--- src/rtl/cell_processor_if.sv ---
// Cell-processor bus: two 3x3 RGB cells, a user constant pixel and an opcode in, one pixel out.
// The master modport drives cells/opcode; the slave modport is the processing core.
interface cell_processor_if;
   localparam int unsigned PIX_W  = 24;
   localparam int unsigned CELL_N = 9;
   localparam int unsigned CELL_W = PIX_W * CELL_N;

   logic [CELL_W-1:0] cellA;
   logic [CELL_W-1:0] cellB;
   logic [PIX_W-1:0]  userInputA;
   logic [2:0]        opcode;
   logic [PIX_W-1:0]  processedPixel;

   modport master (output cellA, output cellB, output userInputA, output opcode,
                   input  processedPixel);
   modport slave  (input  cellA, input  cellB, input  userInputA, input  opcode,
                   output processedPixel);
endinterface

--- src/rtl/cell_processor.sv ---
// Two-stage per-pixel RGB processing core (ADD/SUB/ADDC/SUBC/AVG/INV/BLUR/DIFF), 1 result/clock.
// Define CELL_PROC_SATURATE_EN to clamp ADD/ADDC/SUB/SUBC instead of wrapping modulo 256.
module cell_processor (
   input  logic              clk,
   input  logic              rst,
   cell_processor_if.slave   cell_if
);
   localparam int unsigned PIX_W  = 24;
   localparam int unsigned CELL_N = 9;
   localparam int unsigned CELL_W = PIX_W * CELL_N;
   localparam int unsigned CH_W   = 8;
   localparam int unsigned CH_N   = PIX_W / CH_W;
   localparam int unsigned SUM_W  = 12;
   localparam int unsigned CTR    = 4;

   localparam logic [2:0] OP_ADD  = 3'd0;
   localparam logic [2:0] OP_SUB  = 3'd1;
   localparam logic [2:0] OP_ADDC = 3'd2;
   localparam logic [2:0] OP_SUBC = 3'd3;
   localparam logic [2:0] OP_AVG  = 3'd4;
   localparam logic [2:0] OP_INV  = 3'd5;
   localparam logic [2:0] OP_BLUR = 3'd6;
   localparam logic [2:0] OP_DIFF = 3'd7;

   logic [CELL_W-1:0] cell_a_q, cell_b_q;
   logic [PIX_W-1:0]  user_q;
   logic [2:0]        opcode_q;
   logic [PIX_W-1:0]  pix_q, pix_d;

   function automatic logic [CH_W-1:0] add8(input logic [CH_W-1:0] x, input logic [CH_W-1:0] y);
      logic [CH_W:0] s;
      s = {1'b0, x} + {1'b0, y};
`ifdef CELL_PROC_SATURATE_EN
      add8 = s[CH_W] ? {CH_W{1'b1}} : s[CH_W-1:0];
`else
      add8 = s[CH_W-1:0];
`endif
   endfunction

   // Bit CH_W of the extended difference is the borrow.
   function automatic logic [CH_W-1:0] sub8(input logic [CH_W-1:0] x, input logic [CH_W-1:0] y);
      logic [CH_W:0] s;
      s = {1'b0, x} - {1'b0, y};
`ifdef CELL_PROC_SATURATE_EN
      sub8 = s[CH_W] ? '0 : s[CH_W-1:0];
`else
      sub8 = s[CH_W-1:0];
`endif
   endfunction

   // Stage 1: register all inputs.
   always_ff @(posedge clk) begin
      if (!rst) begin
         cell_a_q <= '0;
         cell_b_q <= '0;
         user_q   <= '0;
         opcode_q <= OP_ADD;
      end else begin
         cell_a_q <= cell_if.cellA;
         cell_b_q <= cell_if.cellB;
         user_q   <= cell_if.userInputA;
         opcode_q <= cell_if.opcode;
      end
   end

   // Stage 2 datapath: per-channel operation on the centre pixels.
   always_comb begin
      logic [CH_W-1:0]  a_ch, b_ch, u_ch, r_ch;
      logic [CH_W:0]    avg_sum;
      logic [SUM_W-1:0] blur_sum;
      pix_d = '0;
      for (int unsigned c = 0; c < CH_N; c++) begin
         a_ch     = cell_a_q[CTR*PIX_W + c*CH_W +: CH_W];
         b_ch     = cell_b_q[CTR*PIX_W + c*CH_W +: CH_W];
         u_ch     = user_q[c*CH_W +: CH_W];
         avg_sum  = {1'b0, a_ch} + {1'b0, b_ch};
         blur_sum = '0;
         for (int unsigned k = 0; k < CELL_N; k++) begin
            blur_sum = blur_sum + SUM_W'(cell_a_q[k*PIX_W + c*CH_W +: CH_W]);
         end
         unique case (opcode_q)
            OP_ADD:  r_ch = add8(a_ch, b_ch);
            OP_SUB:  r_ch = sub8(a_ch, b_ch);
            OP_ADDC: r_ch = add8(a_ch, u_ch);
            OP_SUBC: r_ch = sub8(a_ch, u_ch);
            OP_AVG:  r_ch = avg_sum[CH_W:1];
            OP_INV:  r_ch = ~a_ch;
            OP_BLUR: r_ch = CH_W'(blur_sum / SUM_W'(CELL_N));
            OP_DIFF: r_ch = (a_ch >= b_ch) ? (a_ch - b_ch) : (b_ch - a_ch);
            default: r_ch = '0;
         endcase
         pix_d[c*CH_W +: CH_W] = r_ch;
      end
   end

   always_ff @(posedge clk) begin
      if (!rst) pix_q <= '0;
      else      pix_q <= pix_d;
   end

   assign cell_if.processedPixel = pix_q;
endmodule

--- src/flat_wrapper.sv ---
// flat-port wrapper written by rule: the top's interface ports become plain ports
module cell_processor_flat 
  (clk, rst, cell_if_cellA, cell_if_cellB, cell_if_userInputA, cell_if_opcode, cell_if_processedPixel);
  cell_processor_if cell_if_i ();
  input  logic clk;
  input  logic rst;
  input wire logic [$bits(cell_if_i.cellA)-1:0] cell_if_cellA;
  input wire logic [$bits(cell_if_i.cellB)-1:0] cell_if_cellB;
  input wire logic [$bits(cell_if_i.userInputA)-1:0] cell_if_userInputA;
  input wire logic [$bits(cell_if_i.opcode)-1:0] cell_if_opcode;
  output wire logic [$bits(cell_if_i.processedPixel)-1:0] cell_if_processedPixel;
  assign cell_if_i.cellA = cell_if_cellA;
  assign cell_if_i.cellB = cell_if_cellB;
  assign cell_if_i.userInputA = cell_if_userInputA;
  assign cell_if_i.opcode = cell_if_opcode;
  assign cell_if_processedPixel = cell_if_i.processedPixel;
  cell_processor u_core (.clk(clk), .rst(rst), .cell_if(cell_if_i));
endmodule
--- config.mk ---
export PLATFORM = sky130hd
export DESIGN_NAME = cell_processor_flat
export DESIGN_NICKNAME = d
export VERILOG_FILES = /design/src/rtl/cell_processor_if.sv /design/src/rtl/cell_processor.sv /design/src/flat_wrapper.sv
export SDC_FILE = /design/constraint.sdc
export NUM_CORES = 1
export LEC_CHECK = 0
export BUFFER_PORTS_ARGS = -buffer_cell sky130_fd_sc_hd__buf_2
export CORE_MARGIN = 3
export CORE_UTILIZATION = 60
export CTS_CLUSTER_DIAMETER = 150
export CTS_CLUSTER_SIZE = 10
export DETAILED_ROUTE_END_ITERATION = 8
export PLACE_DENSITY = 0.85
export REMOVE_ABC_BUFFERS = 1
export SLEW_MARGIN = 30
export SYNTH_ARGS = -nofsm -noshare
export SYNTH_HDL_FRONTEND = slang
export SYNTH_SLANG_ARGS = --single-unit
--- constraint.sdc ---
create_clock -name clk -period 25.2 [get_ports clk]
set_input_delay 7.56 -clock clk [delete_from_list [all_inputs] [get_ports clk]]
set_output_delay 7.56 -clock clk [all_outputs]
set_load 0.05 [all_outputs]
# == Word-level counts from Yosys, hierarchy flattened ==
# Cells that the tools add are included.
# word_totals
regBits,387
inputBits,461
out_inout_bits,24
elab_cells,70
# op_classes
reduce_logical,1
mux,6
n_addsub,42
order_cmp,3
bitwise_logic,3
n_eq_ne,7
div,3
# ops
operator,count
adder 12 x 8 -> 12 bit,21
case mux 8 bit (8 select lines),3
subtractor 8 bit,12
adder 8 x 8 -> 9 bit,6
divider 12 x 4 -> 12 bit (second input constant),3
adder 8 bit,3
>= comparator 8 bit,3
two-way mux 8 bit,3
inverter 8 bit,3
== test 3 bit (second input constant),4
== test 3 x 2 -> 1 bit (second input constant),2
== test 3 x 1 -> 1 bit (second input constant),1
logical NOT 3 bit,1

# == Depth between registers and ports, before layout ==
# depth
depth_word,10
ltp_mapped,40
depth_no_buf,38

# == Least setup slack after synthesis ==
# No wires, ideal clock.
# synth_timing
path_type,flip-flop to flip-flop
start,register u_core.cell_a_q[0]
end,"register u_core.pix_q[0], in the netlist u_core.cell_if.processedPixel[0]"
path_slack_ns,16.549
setup_ns,0.124
arrival_time_ns,8.528
synth_period_minus_slack_ns,8.651
stages_incl_launch_ff,38
required_ns,25.076
path_cell_list,dfxtp_1 ha_1 inv_1 fa_1 inv_1 a21oi_1 o21ai_0 a21oi_1 nor2_1 nor2_1 xnor2_1 fa_1 inv_1 fa_1 fa_1 fa_1 inv_1 ha_1 [2 not listed] or4_1 o21bai_4 and3_4 nand3b_4 or4_4 buf_6 nor2b_1 a221oi_1 a2bb2oi_2 or2_1 a21oi_1 nor3_2 o21a_1 ha_1 or3_1 o211ai_1 nor4b_1 nor2_1
# synth_between
elab_chain_cells,10
# synth_lines
element,line,text
from (decl),cell_processor.sv:25,"logic [CELL_W-1:0] cell_a_q, cell_b_q;"
from (signal assigned),cell_processor.sv:59,cell_a_q <= cell_if.cellA;
adder 8 x 8 -> 9 bit,cell_processor.sv:79,blur_sum = blur_sum + SUM_W'(cell_a_q[k*PIX_W + c*CH_W +: CH_W]);
adder 12 x 8 -> 12 bit (7 in a row),cell_processor.sv:79,
divider 12 x 4 -> 12 bit,cell_processor.sv:88,OP_BLUR: r_ch = CH_W'(blur_sum / SUM_W'(CELL_N));
case mux 8 bit (8 select lines),cell_processor.sv:81,unique case (opcode_q)
to (signal assigned),cell_processor.sv:98,else pix_q <= pix_d;
to (decl),cell_processor.sv:28,"logic [PIX_W-1:0] pix_q, pix_d;"
# No other way between the ends.
# A chain may end at the register's enable or synchronous reset.

# == Worst setup path in the final report ==
# layout_timing
start,register u_core.cell_a_q[9]
end,"register u_core.pix_q[8], in the netlist u_core.cell_if.processedPixel[8]"
# Same word-level chain as after synthesis.

==> flow_summary.yaml <==
floorplanning:
  floorplan.rows: 69
  starting_density_of_the_core: 0.614
  fp.dieW_um: 198
  core_region_area_um2: 35900
  ioPinCount: 485
  die_height_um: 198
  die_area_um2: 39100
place:
  gpl.final_weighted_congestion: 0.979
  count_of_input_and_output_buffers: 292
  dp.final_hpwl_um: 45000
  placed_area_um2: 23800
sta:
  fmax_mhz: 95.8
  final-max-slew-violation-count: 0
  setup_total_negative_slack_ps: 0
  tightest_slew_ps: 975
  fin_crit_ps: 10440
  report.final.hold_viol_count: 0
  slew_headroom: 0.344
  finClkSkew_ps: 19.2
  unrepaired_setup_endpoints_after_global_routing: "false"
  finalCritPeriodShare: 0.414
  setup_viol_count_final: 0
synth:
  synthMuxAreaShare: 0.0194
  ys_ff_latch: 291
  synth-simple-area-share: 0.168
  synth_edf_count: 0
  synthMostInstantiatedCell: "sky130_fd_sc_hd__inv_1"
  ys_types: 93
  synthesis.area_um2: 22000
  synth-compound-area-share: 0.184
  most_used_flip_flop_cell_after_synthesis: "sky130_fd_sc_hd__dfxtp_1"
  synth.largest_area_cell: "sky130_fd_sc_hd__dfxtp_1"
  post_synth.cell_area_avg_um2: 8.83
  synthesis.yosys.warnings: 0
  synth_top_family_by_area: "adder cells"
  netlist_instances: 2497
  cell_types_with_the_largest_area_share_after_synthesis: "sky130_fd_sc_hd__dfxtp_1 26%, sky130_fd_sc_hd__fa_1 14%, sky130_fd_sc_hd__ha_1 9.2%, sky130_fd_sc_hd__and2_1 7.9%, sky130_fd_sc_hd__inv_1 5.6%"
  yosysSeqAreaShare: 0.264
  cell_types_with_the_highest_counts_after_synthesis: "326 x sky130_fd_sc_hd__inv_1, 291 x sky130_fd_sc_hd__dfxtp_1, 278 x sky130_fd_sc_hd__and2_1"
  async_set_or_reset_register_ratio_after_synthesis: 0
  netlist.area_leader.share: 0.264
  yosys.area_share.adder: 0.235
  synth-xor-area-share: 0.0564
finish:
  fillCellCount: 2809
  design_area_um2: 24700
  area.growth.synth_to_final_pct: 12.2
  num-nets-final: 3518
  drive_above_1_share: 0.144
setup_path:
  reg2reg_to: "u_core.cell_if.processedPixel[8]"
  cp-endpoint: "u_core.cell_if.processedPixel[8]"
  worstSetupEndpointType: "register"
  critPathRequiredTime_ps: 25620
  worst_path_max_delay_cell: "sky130_fd_sc_hd__a2111oi_0"
  critPathBufInv: 3
  reg2reg_from: "u_core.cell_a_q[9]"
  reg2reg_slack_ps: 14760
  cp_top_family: "compound AO/OA/AOI/OAI gates"
  cell_repeated_most_along_the_worst_path: "sky130_fd_sc_hd__a21oi_1"
  critPathArrivalTime_ps: 10870
  startpoint: "u_core.cell_a_q[9]"
  critical_path_cell_count: 37
  criticalPathCategory: "reg -> reg"
  critical_path.max_stage_delay_ps: 650
  worst_setup_path_start_kind: "register"
  timing.critical_path.fanout_max: 16
  worst-r2r-cell-count: 37
clocking:
  cts_tree: "built"
  cts.sinks: 291
  postCtsResizedCells: 0
  latest_clock_arrival_within_the_worst_skew_pair_ps: 550
  root_buffer: "sky130_fd_sc_hd__clkbuf_16"
  cts_hold_repair.buffers: 0
  clk_pin_slew_worst_paths_ps: 50
  postCtsSetupRepairBufs: 0
  clk_path_buf_depth: 3
  htree_levels: 2
  cts_buffer_count: 35
route:
  postRouteWirelength_um: 57700
  final_antenna_net_count: 0
  1st_pass_router_iterations: 7
  drtIter0Drc: 1580
  detail_route.vias_per_cell: 5.75
  route.vias.total: 18400
  drt-wirelength-per-cell_um: 18.0
  drc_errors: 0
grt:
  antenna_violations_before_repair: 10
  global_route_wire_length_before_repair_um: 92800
  global_route.overflow_total: 0
  globalRouteTotalUtil: 0.294
  grt_max_degree: 193
  number_of_global_route_vias_before_repair: 18600
run:
  cap_viol_max_count: 0
outcome:
  status: "finished clean"
hold_path:
  timing.hold.worst.class: "reg -> reg"
[cells in the final DEF (no fill, tap or decap), types with 36 or more instances in the layout]
master	count
sky130_fd_sc_hd__nand2_1	101
sky130_fd_sc_hd__buf_2	291
sky130_fd_sc_hd__fa_1	156
sky130_fd_sc_hd__and2_1	278
sky130_fd_sc_hd__dfxtp_1	290
sky130_fd_sc_hd__inv_1	326
sky130_fd_sc_hd__o21ai_0	104
sky130_fd_sc_hd__xnor2_1	92
sky130_fd_sc_hd__clkbuf_16	36
sky130_fd_sc_hd__a21o_1	57
sky130_fd_sc_hd__ha_1	162
sky130_fd_sc_hd__nor2_1	135
sky130_fd_sc_hd__xor2_1	49
sky130_fd_sc_hd__a21oi_1	152
[stage by stage]
stage	cells	hold WS [ps]	utilization	setup slack [ps]
finish	3205	870	0.688	14760
global route	3204	932	0.688	14040
CTS	3203	870	0.688	15030
detailed placement	3163	855	0.662	15140
global placement	3163	856	0.662	15300
floorplan	2404	724	-	16490
[worst reg2reg max path, delay by kind of cell (launching register included)]
kind | cells | cell delay (ps)
flip-flops | 1 | 320
buffers and inverters | 3 | 210
adder cells (fa/ha/maj) | 7 | 3210
XOR/XNOR | 2 | 400
AO/OA/AOI/OAI | 19 | 4580
AND/OR/NAND/NOR | 5 | 1390
multiplexers | 1 | 210
[cell families after synthesis]
group / after synthesis
and+or+nand+nor: 689
buffers and inverters: 419
xor gates and xnor gates: 142
muxes: 39
adders and majority gates: 320
DFF: 291
AOI/OAI and AO/OA: 597
[registers in the layout, indices dropped and copies added (netlist names)]
name                           flops
u_core.cell_if.processedPixel     24
u_core.opcode_q                    3
u_core.cell_b_q                   24
u_core.user_q                     24
u_core.cell_a_q                  216
[cell type report]
| type | instances | area (µm²) | share of cell area |
|---|---|---|---|
| clock buffer | 37 | 905 | 0.0366 |
| inverter | 326 | 1220 | 0.0495 |
| timing repair buffer | 298 | 1520 | 0.0613 |
| sequential | 291 | 5830 | 0.236 |
| antenna | 2 | 5.00 | 0.000202 |
| clock inverter | 3 | 33.8 | 0.00137 |
| multi-input combinational | 1787 | 14600 | 0.592 |
| tap | 461 | 577 | 0.0233 |
[how the worst min path moves through the flow]
stage                               from                                end  cells after the start
finish              u_core.cell_b_q[113]  u_core.cell_if.processedPixel[17]                      2
global placement    u_core.cell_b_q[113]  u_core.cell_if.processedPixel[17]                      2
floorplan           u_core.cell_a_q[103]   u_core.cell_if.processedPixel[7]                      4
detailed placement  u_core.cell_b_q[113]  u_core.cell_if.processedPixel[17]                      2
CTS                 u_core.cell_b_q[113]  u_core.cell_if.processedPixel[17]                      2
global route        u_core.cell_b_q[113]  u_core.cell_if.processedPixel[17]                      2
[metal layers]
layer  wire (µm)  part of all wire  track usage
met1       25900              0.45        0.418
met5          81            0.0014            0
met2       24600              0.43        0.443
met4        1670             0.029       0.0957
met3        5490             0.095       0.0723
Power is not shown: default switching activity piles up to over one toggle a cycle in this logic, so the estimate is an artifact.
